### src/rtl/regfile_mp_sb.sv
// Multi-read-port register file with write bypass, per-register pending scoreboard
// and a sequential clear engine that zeroes every entry after reset or on request.
`timescale 1ns/1ps
module regfile_mp_sb #(
  parameter int PROC_DATA_WIDTH        = 16,
  parameter int PROC_REGFILE_LOG2_DEEP = 5,
  parameter int NUM_READ_PORTS         = 2,
  parameter int ZERO_REG               = 1
) (
  input  logic                                         clk_i,
  input  logic                                         rst_n_i,
  input  logic                                         clear_i,
  output logic                                         ready_o,
  input  logic                                         write_en_i,
  input  logic [PROC_REGFILE_LOG2_DEEP-1:0]            write_addr_i,
  input  logic [PROC_DATA_WIDTH-1:0]                   write_data_i,
  input  logic                                         rsv_en_i,
  input  logic [PROC_REGFILE_LOG2_DEEP-1:0]            rsv_addr_i,
  input  logic [NUM_READ_PORTS*PROC_REGFILE_LOG2_DEEP-1:0] read_addr_i,
  output logic [NUM_READ_PORTS*PROC_DATA_WIDTH-1:0]    read_data_o,
  output logic [NUM_READ_PORTS-1:0]                    read_pend_o
);

  localparam int DW    = PROC_DATA_WIDTH;
  localparam int AW    = PROC_REGFILE_LOG2_DEEP;
  localparam int DEPTH = 2**AW;

  typedef enum logic {ST_CLEAR, ST_READY} state_t;

  state_t           state_q, state_d;
  logic [AW-1:0]    cnt_q, cnt_d;
  logic             ready_q, ready_d;
  logic [DEPTH-1:0] pend_q, pend_d;
  logic [DW-1:0]    mem_q [DEPTH];

  logic             wr_eff, rsv_eff;
  logic             mem_we;
  logic [AW-1:0]    mem_waddr;
  logic [DW-1:0]    mem_wdata;

  // Entry 0 swallows writes and reserves when it is the hardwired zero register.
  assign wr_eff  = ready_q && write_en_i && !((ZERO_REG != 0) && (write_addr_i == '0));
  assign rsv_eff = ready_q && rsv_en_i   && !((ZERO_REG != 0) && (rsv_addr_i == '0));
  assign ready_o = ready_q;

  always_comb begin
    state_d   = state_q;
    cnt_d     = cnt_q;
    pend_d    = pend_q;
    mem_we    = 1'b0;
    mem_waddr = write_addr_i;
    mem_wdata = write_data_i;
    case (state_q)
      ST_CLEAR: begin
        mem_we    = 1'b1;
        mem_waddr = cnt_q;
        mem_wdata = '0;
        cnt_d     = cnt_q + AW'(1);
        if (&cnt_q) state_d = ST_READY;
      end
      ST_READY: begin
        mem_we = wr_eff;
        if (wr_eff)  pend_d[write_addr_i] = 1'b0;
        // Reserve applied after the write so a same-address pair leaves the bit set.
        if (rsv_eff) pend_d[rsv_addr_i] = 1'b1;
        if (clear_i) begin
          state_d = ST_CLEAR;
          cnt_d   = '0;
          pend_d  = '0;
        end
      end
      default: state_d = ST_CLEAR;
    endcase
    ready_d = (state_d == ST_READY);
  end

  always_ff @(posedge clk_i) begin
    if (!rst_n_i) begin
      state_q <= ST_CLEAR;
      cnt_q   <= '0;
      pend_q  <= '0;
      ready_q <= 1'b0;
    end else begin
      state_q <= state_d;
      cnt_q   <= cnt_d;
      pend_q  <= pend_d;
      ready_q <= ready_d;
    end
  end

  always_ff @(posedge clk_i) begin
    if (rst_n_i && mem_we) mem_q[mem_waddr] <= mem_wdata;
  end

  for (genvar gi = 0; gi < NUM_READ_PORTS; gi++) begin : g_rd
    logic [AW-1:0] ra;
    logic          is_zero;
    logic          hit;

    assign ra      = read_addr_i[gi*AW +: AW];
    assign is_zero = (ZERO_REG != 0) && (ra == '0);
    assign hit     = wr_eff && (ra == write_addr_i);

    assign read_data_o[gi*DW +: DW] = (!ready_q || is_zero) ? '0 :
                                      hit                   ? write_data_i :
                                                              mem_q[ra];
    // Data arriving this cycle resolves the hazard, so a bypass hides the pending bit.
    assign read_pend_o[gi] = ready_q && pend_q[ra] && !hit;
  end

endmodule

### config.mk
export PLATFORM = sky130hd
export DESIGN_NAME = regfile_mp_sb
export DESIGN_NICKNAME = d
export VERILOG_FILES = /design/src/rtl/regfile_mp_sb.sv
export SDC_FILE = /design/constraint.sdc
export NUM_CORES = 1
export LEC_CHECK = 0
export BUFFER_PORTS_ARGS = -buffer_cell sky130_fd_sc_hd__buf_2
export CAP_MARGIN = 20
export CORE_MARGIN = 8
export CORE_UTILIZATION = 45
export DETAILED_ROUTE_END_ITERATION = 7
export PLACE_DENSITY = 0.73
export SYNTH_ARGS = -nofsm -noshare
export SYNTH_HDL_FRONTEND = slang
export SYNTH_SLANG_ARGS = --single-unit
### constraint.sdc
create_clock -name clk_i -period 4.1 [get_ports clk_i]
set_input_delay 0.205 -clock clk_i [delete_from_list [all_inputs] [get_ports clk_i]]
set_output_delay 0.205 -clock clk_i [all_outputs]
set_load 0.02 [all_outputs]
==> metrics list, run 1 <==
- TritonCTS built the clock tree.
* CTS clock-pin slew for the worst setup and hold paths: 60 ps
- Number of synthesized flops with an enable pin: 512
- The worst pin sits at a relative slew slack of 28.9%.
- Count leader, synth: edfxtp_1
* Worst-Skew Late Latency: 640 ps
- Max_cap viols: 0
- Critical path's most frequent cell: buf_4
- Synthesized netlist net count: 1532
- Status: finished clean
* Setup crit end kind: output port
- Dominant cells by area after synthesis: edfxtp_1 (58%), mux4_2 (25%), dfxtp_1 (2.9%)
- Proportion of synthesized chip area in sequential cells: 60.6%
- I/O Buffers: 75
- Compared with the post-synthesis result, the final layout area differs by 13.4%.
- Count of different cell masters after synthesis: 51
- Post-CTS setup-driven buffer insertion count: 0
- The critical path in this run is classified as register to output port.
- In this run, synthesis produced a sequential element count of 550.
* Synthesized instance count: 1489
* Critical path launch point: ready_o$_SDFF_PN0_
* Crit share post-route: 93.3%
- The core region is 58800 um^2.
- Die Span X: 259 um
- Final RePlAce weighted congestion: 0.971
* Number of buffers on the longest clock path: 3
- Synth Area per Inst: 17.9 um^2
- Effective utilization at floorplan: 45.3%
- Clk root buf: clkbuf_16
- In this run the vertical extent of the chip is 259 um.
* Cell area after synthesis: 26600 um^2
- Total Routing Usage GR: 22.6%
* Worst-case hold slack: 48.4 ps
* Final-report hold violation count: 0
- Die Outline Area: 67200 um^2
* Total of warnings raised by yosys: 0
- The clock tree synthesis step divided the H-tree into 2 levels.
* Path category of the worst min-delay check: primary input to register
- The number of cells on the worst reg-to-reg path is 4.
* Number of CTS-inserted buffers: 54
* Critical path capture point: read_data_o[22]
* Register-to-Register Setup Slack: 1180 ps
- Once detail routing completed, the nets flagged for antenna violations numbered 0.
- Before antenna repair, the detailed router went through 8 iterations.
- After detailed routing, the number of remaining DRC violations is 0.
* Final Max Tran Viols: 0
* Number of placement rows: 89
- For this run, the top clock speed supported by timing is 0.261 GHz.
- Number of setup violations in the final report: 0
- Subtracting the final worst setup slack from the clock period gives 3830 ps.
- Synth top area share: 57.8%
- Ant diodes: 0
- Detailed placement finished with a half-perimeter wire length of 47.8 mm.
- Critical Path, Cell by Cell: buf_4, o311ai_1, nor3_2, buf_4, a211o_1, buf_2
- Adding up every negative setup slack in the final design gives 0 ps.
- RSZ-0062 raised after global routing: no
- Data arrival time of the worst path: 3620 ps
* Average wire per standard cell: 31.5 um
- Post-CTS repair changed the size of 0 cells.
* Antenna violations before repair: 2
* Pin slew with the least headroom to its limit: 1070 ps
- Crit Reg-Reg Startpoint: ready_o$_SDFF_PN0_
- Most frequent cells after synthesis: edfxtp_1 (512), mux4_2 (299), a22oi_1 (65), clkbuf_1 (64), nor2b_1 (62)
* Total congestion overflow: 0
- On the worst path, the slowest cell contributes a delay of 820 ps.
- In the final layout, the share of cells above drive strength 1 is 35.9%.
- Vias in the first global route: 16700
- Layout fillers: 4640
- Power spread over the standard cell area amounts to 393 nW/um^2.
- The most used flip-flop cell after synthesis is edfxtp_1.
- Cell type with the highest aggregate area in the netlist: edfxtp_1
- Leakage power of the design: 10.2 nW
- STA classifies the critical path startpoint as a register.
* Setup clock skew after layout: 51.3 ps
- In this run the worst path has a maximum fanout of 44.
* Peak supply drop: 0.352 mV
- Top-level port count: 76
- Wire length of the first global-routing pass: 112 mm
- Required time of the critical path: 3890 ps
- Sinks on Clock Net: 550
- Post-Route WL: 76.0 mm
* Iteration-0 DRC Markers: 2108
- Entering global routing, the biggest net connects 95 pins.
- Number of nets at the end of the flow: 1640
- Cts-stage hold buffer count: 2
- On the critical path, the stage with the largest delay is an instance of nor3_2.
* R2R Path End: mem_q[12][8]$_DFFE_PP_
- Routed vias: 16300
- Of all flip-flops after synthesis, the portion carrying an async set or reset was 0%.
- After detailed routing, the number of vias per cell comes to 6.78.
sequential cells by signal, indices dropped and copies added, names as in the netlist:
name	cells
cnt_q	5
mem_q	512
pend_q	32
ready_o	1
power breakdown:
group          switching (mW)  internal (mW)  leakage [nW]
Sequential             0.0166           6.08          5.45
Clock                    2.15           2.80         0.841
Combinational           0.445          0.372          3.95
Total                    2.61           9.25          10.2
final cells by class:
cell class | instances | area, um^2 | area share (%)
sequential | 550 | 16100 | 53.4
clock inverter | 32 | 353 | 1.17
timing repair buffer | 171 | 1320 | 4.38
inverter | 5 | 18.8 | 0.0622
tap | 773 | 967 | 3.20
multi-input combinational | 815 | 10000 | 33.1
clock buffer | 65 | 1390 | 4.61
placed cells by master (no fill, tap or decap), types with 9 or more instances in the layout:
master	synthesis	final
buf_8	0	12
clkbuf_16	0	54
clkbuf_1	64	11
clkinv_1	0	12
nand2b_1	9	9
a21oi_1	54	54
dfxtp_1	38	37
a211o_1	31	31
buf_2	28	71
edfxtp_1	512	512
nor2_1	52	19
mux4_2	299	299
mux2i_1	12	12
o21a_1	12	12
nor3_1	11	9
and2_1	20	20
clkinv_2	0	9
nor2_2	0	33
buf_4	7	76
xnor2_1	11	11
nand3_1	25	25
o21ai_0	37	37
a22oi_1	65	65
nand2_1	53	53
nor2b_1	62	60
logic make-up after synthesis:
logic type | Yosys count | synth area share, %
DFF | 550 | 60.6
AOI/OAI and AO/OA | 235 | 6.03
muxes | 313 | 25.8
and+or+nand+nor | 253 | 4.84
xor gates and xnor gates | 12 | 0.395
adders and majority gates | 2 | 0.0940
buffers and inverters | 124 | 2.20
worst max-delay path: cells and delay by family (launching register included):
family          cells  cell delay [ps]
buf+inv             3             1000
compound gates      2              470
flops               1              710
simple gates        1              820
metrics by stage:
stage / worst slack [ps] / cell area [um^2] / power (mW) / util [%] / cells
4_1_cts: 357 / 30000 / 11.9 / 51.0 / 2399
5_1_grt: 120 / 30200 / 12.2 / 51.4 / 2411
3_5_place_dp: 1010 / 28200 / 7.01 / 48.0 / 2300
2_1_floorplan: 1200 / 26600 / 6.77 / - / 1489
6_report: 273 / 30200 / 11.9 / 51.4 / 2411
3_3_place_gp: 990 / 28200 / 7.00 / 48.0 / 2300
how the worst min path moves through the flow:
stage,startpoint,end,slack (ps),depth (start not counted)
final,rsv_addr_i[2],pend_q[1]$_SDFFE_PN0P_,50,4
after CTS,rsv_addr_i[2],pend_q[1]$_SDFFE_PN0P_,8,4
after global routing,rsv_addr_i[2],pend_q[1]$_SDFFE_PN0P_,30,4
after floorplan,rsv_addr_i[2],pend_q[1]$_SDFFE_PN0P_,390,3
after detailed placement,pend_q[18]$_SDFFE_PN0P_,pend_q[18]$_SDFFE_PN0P_,480,2
after global placement,pend_q[18]$_SDFFE_PN0P_,pend_q[18]$_SDFFE_PN0P_,480,2
routing by layer:
layer  share of wire [%]  track usage, %  up-vias
li1                    -               -     6495
met1                  37            31.0     8494
met4                 4.3            9.48        2
met2                  47            35.0     1149
met5               0.016               0        -
met3                  12            4.72      204
Note: power is estimated with default switching activity, not from simulation.
==> inputs of run 2 (changes only) <==
RECOVER_POWER = 100   (was default)
==> run 2 against run 1 <==
Against the previous run: sequential power hardly changed; non-clock buffer count stayed put; via count is 0.62% lower; largest cell class unchanged; the run now ends with capacitance limit, slew limit left; first-iteration DRC count is 0.71% higher; clock skew is 3.6 ps lower; critical path type unchanged.
==> metrics list, run 2 (synthesis gave the netlist of run 1 again) <==
* Status: finished, violations left
* Failing checks: capacitance limit, slew limit
- The worst setup path is captured at an output port.
* Slew Limit Headroom: -3.69%
* Crit Reg-Reg Startpoint: ready_o$_SDFF_PN0_
- R2R Path End: mem_q[12][10]$_DFFE_PP_
- Post-CTS timing repair inserted 0 buffers for setup.
* Final Max Tran Viols: 150
- Net switching fraction of the power: 22.0%
- Of the total power, the clock network draws 41.8%.
- H-tree levels: 2
- Sequential Power Share: 51.4%
* Number of setup violations in the final report: 0
* Number of placement rows: 89
- For the final database, setup skew stands at 47.7 ps.
* Number of CTS-inserted buffers: 54
* Period minus WS final: 3900 ps
* Worst Slack Setup Final: 203 ps
* Critical path capture point: read_data_o[25]
- Path category of the worst min-delay check: primary input to register
- Dividing the detail-routed wire length by the instance count gives 31.5 um.
- met2 is the most crowded layer.
* Antenna violations before repair: 2
- Largest fanout of any net on the critical path: 44
- Once detail routing completed, the nets flagged for antenna violations numbered 0.
- Tracing the worst setup path back leads to its startpoint at ready_o$_SDFF_PN0_.
- Clock tree synthesis selected as its root buffer the cell clkbuf_16.
* Sinks on Clock Net: 550
* Pre-CTS WS: 1010 ps
* Die Y: 259 um
* Area taken by multi-input logic gates: 9960 um^2
- The register with the most flip-flops in the layout has 512 of them.
- The via count of the first global-routing pass came to 16700.
* CTS clock-pin slew for the worst setup and hold paths: 60 ps
* Largest registers: mem_q (512), pend_q (32), cnt_q (5)
- Path type of the worst setup path: register to output port
* Max_cap viols: 6
- Register bank with the most flops: mem_q
* Peak supply drop: 0.351 mV
- Top-level port count: 76
- Max Clk Rate: 0.257 GHz
- Number of buffers on the longest clock path: 3
* TritonCTS clock tree: yes
- Hpwl dp: 47.8 mm
* Combinational share of power: 6.8%
- I/O Buffers: 75
- Via density per instance: 6.74
- Post-route setup TNS: 0 ps
- The number of gates resized after CTS was 0.
- Final-report hold violation count: 0
* Worst-Skew Late Latency: 640 ps
- The floorplan step set the die width to 259 um.
* GRT met2 Usage: 35.0%
* Count of TritonRoute iterations in the first routing pass: 7
* Effective utilization at floorplan: 45.3%
- The total overflow left after global routing is 0.
- Setup repair after global routing left no endpoint under its margin.
- Pint: 9.25 mW
* Met3 Usage GRT: 4.72%
- The first global-routing pass estimated 112 mm of wire.
- The sequential cells in the finished layout cover a total of 16100 um^2.
* Crit share post-route: 95.0%
- Most common cell after layout, fill and taps aside: edfxtp_1
* Areal power density over the cells: 398 nW/um^2
- 0 antenna diodes ended up in the layout.
- Register-to-Register Setup Slack: 340 ps
- The region available for standard cell placement spans 58800 um^2.
- Kind of launch point of the worst setup path: register
- Area Overhead vs Synth: 12.0%
* Leakage power of the design: 9.84 nW
* Post-Route WL: 75.9 mm
* Die Outline Area: 67200 um^2
* Routed vias: 16200
- Met1 track utilization from global routing: 31.0%
- The filler cells instantiated in the layout total 4736.
- Global routing used 22.6% of the available tracks.
* Largest net degree at the start of global routing: 95
- DRC violation count after routing: 0
- Pin slew with the least headroom to its limit: 1560 ps
- Leading cell types in the layout, fill and taps excluded: edfxtp_1 (512), mux4_2 (299), clkbuf_1 (93)
- Final RePlAce weighted congestion: 0.971
* Worst r2r path cells: 6
* Number of nets at the end of the flow: 1640
- For this design the total switching power over the nets is 2.61 mW.
* Data arrival time of the worst path: 3690 ps
* Fraction of final layout cells with drive strength greater than 1: 29.9%
* Required time of the critical path: 3890 ps
- Iteration-0 DRC Markers: 2123
==> run 2: cell types whose count changed in the layout (fill, tap and decap cells not counted), moves of 7 or more <==
cell	change
and2_0	+16
and2_1	-16
buf_2	-31
buf_4	-47
buf_8	-10
clkbuf_1	+82
clkbuf_2	+7
nor2_1	+17
nor2_2	-17
==> run 2: area by class of cell <==
| class | count | share of cell area (%) |
|---|---|---|
| Sequential cell | 550 | 54.1 |
| Multi-Input combinational cell | 815 | 33.4 |
| Clock buffer | 65 | 4.67 |
| Timing Repair Buffer | 171 | 3.29 |
| Tap cell | 773 | 3.24 |
| Clock inverter | 32 | 1.18 |
| Inverter | 5 | 0.0630 |
==> run 2: how the worst min path moves through the flow <==
stage,from,endpoint,slack (ps),cells past startpoint
finish,rsv_addr_i[2],pend_q[1]$_SDFFE_PN0P_,50,4
global route,rsv_addr_i[2],pend_q[1]$_SDFFE_PN0P_,30,4
CTS,rsv_addr_i[2],pend_q[1]$_SDFFE_PN0P_,8,4
detailed placement,pend_q[18]$_SDFFE_PN0P_,pend_q[18]$_SDFFE_PN0P_,480,2
global placement,pend_q[18]$_SDFFE_PN0P_,pend_q[18]$_SDFFE_PN0P_,480,2
floorplan,rsv_addr_i[2],pend_q[1]$_SDFFE_PN0P_,390,3
==> run 2: per-layer routing <==
layer / wire length, um / vias up
met4: 3400 / 2
met5: 12 / -
met1: 28000 / 8412
met2: 35400 / 1111
met3: 9130 / 213
li1: - / 6505
==> run 2: power groups by stage <==
stage	clock network [mW]	registers, mW	logic, mW
floorplan	0	6.21	0.564
global placement	0	6.21	0.796
detailed placement	0	6.21	0.801
CTS	5.02	6.09	0.807
global route	5.23	6.09	0.850
finish	4.95	6.09	0.811
==> run 2: critical path, stage by stage (launching register included) <==
cell      delay [ps]
dfxtp_2          700
buf_4            530
o311ai_1         310
nor3_2           840
clkbuf_2         320
a211o_1          190
clkbuf_2         180
==> run 2: stage by stage <==
step | total power, mW | util, % | hold slack (ps) | cell area (um^2) | std cells
2_1_floorplan | 6.77 | - | 387 | 26600 | 1489
3_3_place_gp | 7.00 | 48.0 | 475 | 28200 | 2300
3_5_place_dp | 7.01 | 48.0 | 479 | 28200 | 2300
4_1_cts | 11.9 | 51.0 | 8.28 | 30000 | 2399
5_1_grt | 12.2 | 50.7 | 32.0 | 29800 | 2411
6_report | 11.9 | 50.7 | 47.7 | 29800 | 2411
==> run 2: timing repair <==
item	CTS	global route
setup endpoints to repair	0	0
hold endpoints to repair	3	0
hold buffers	2	0
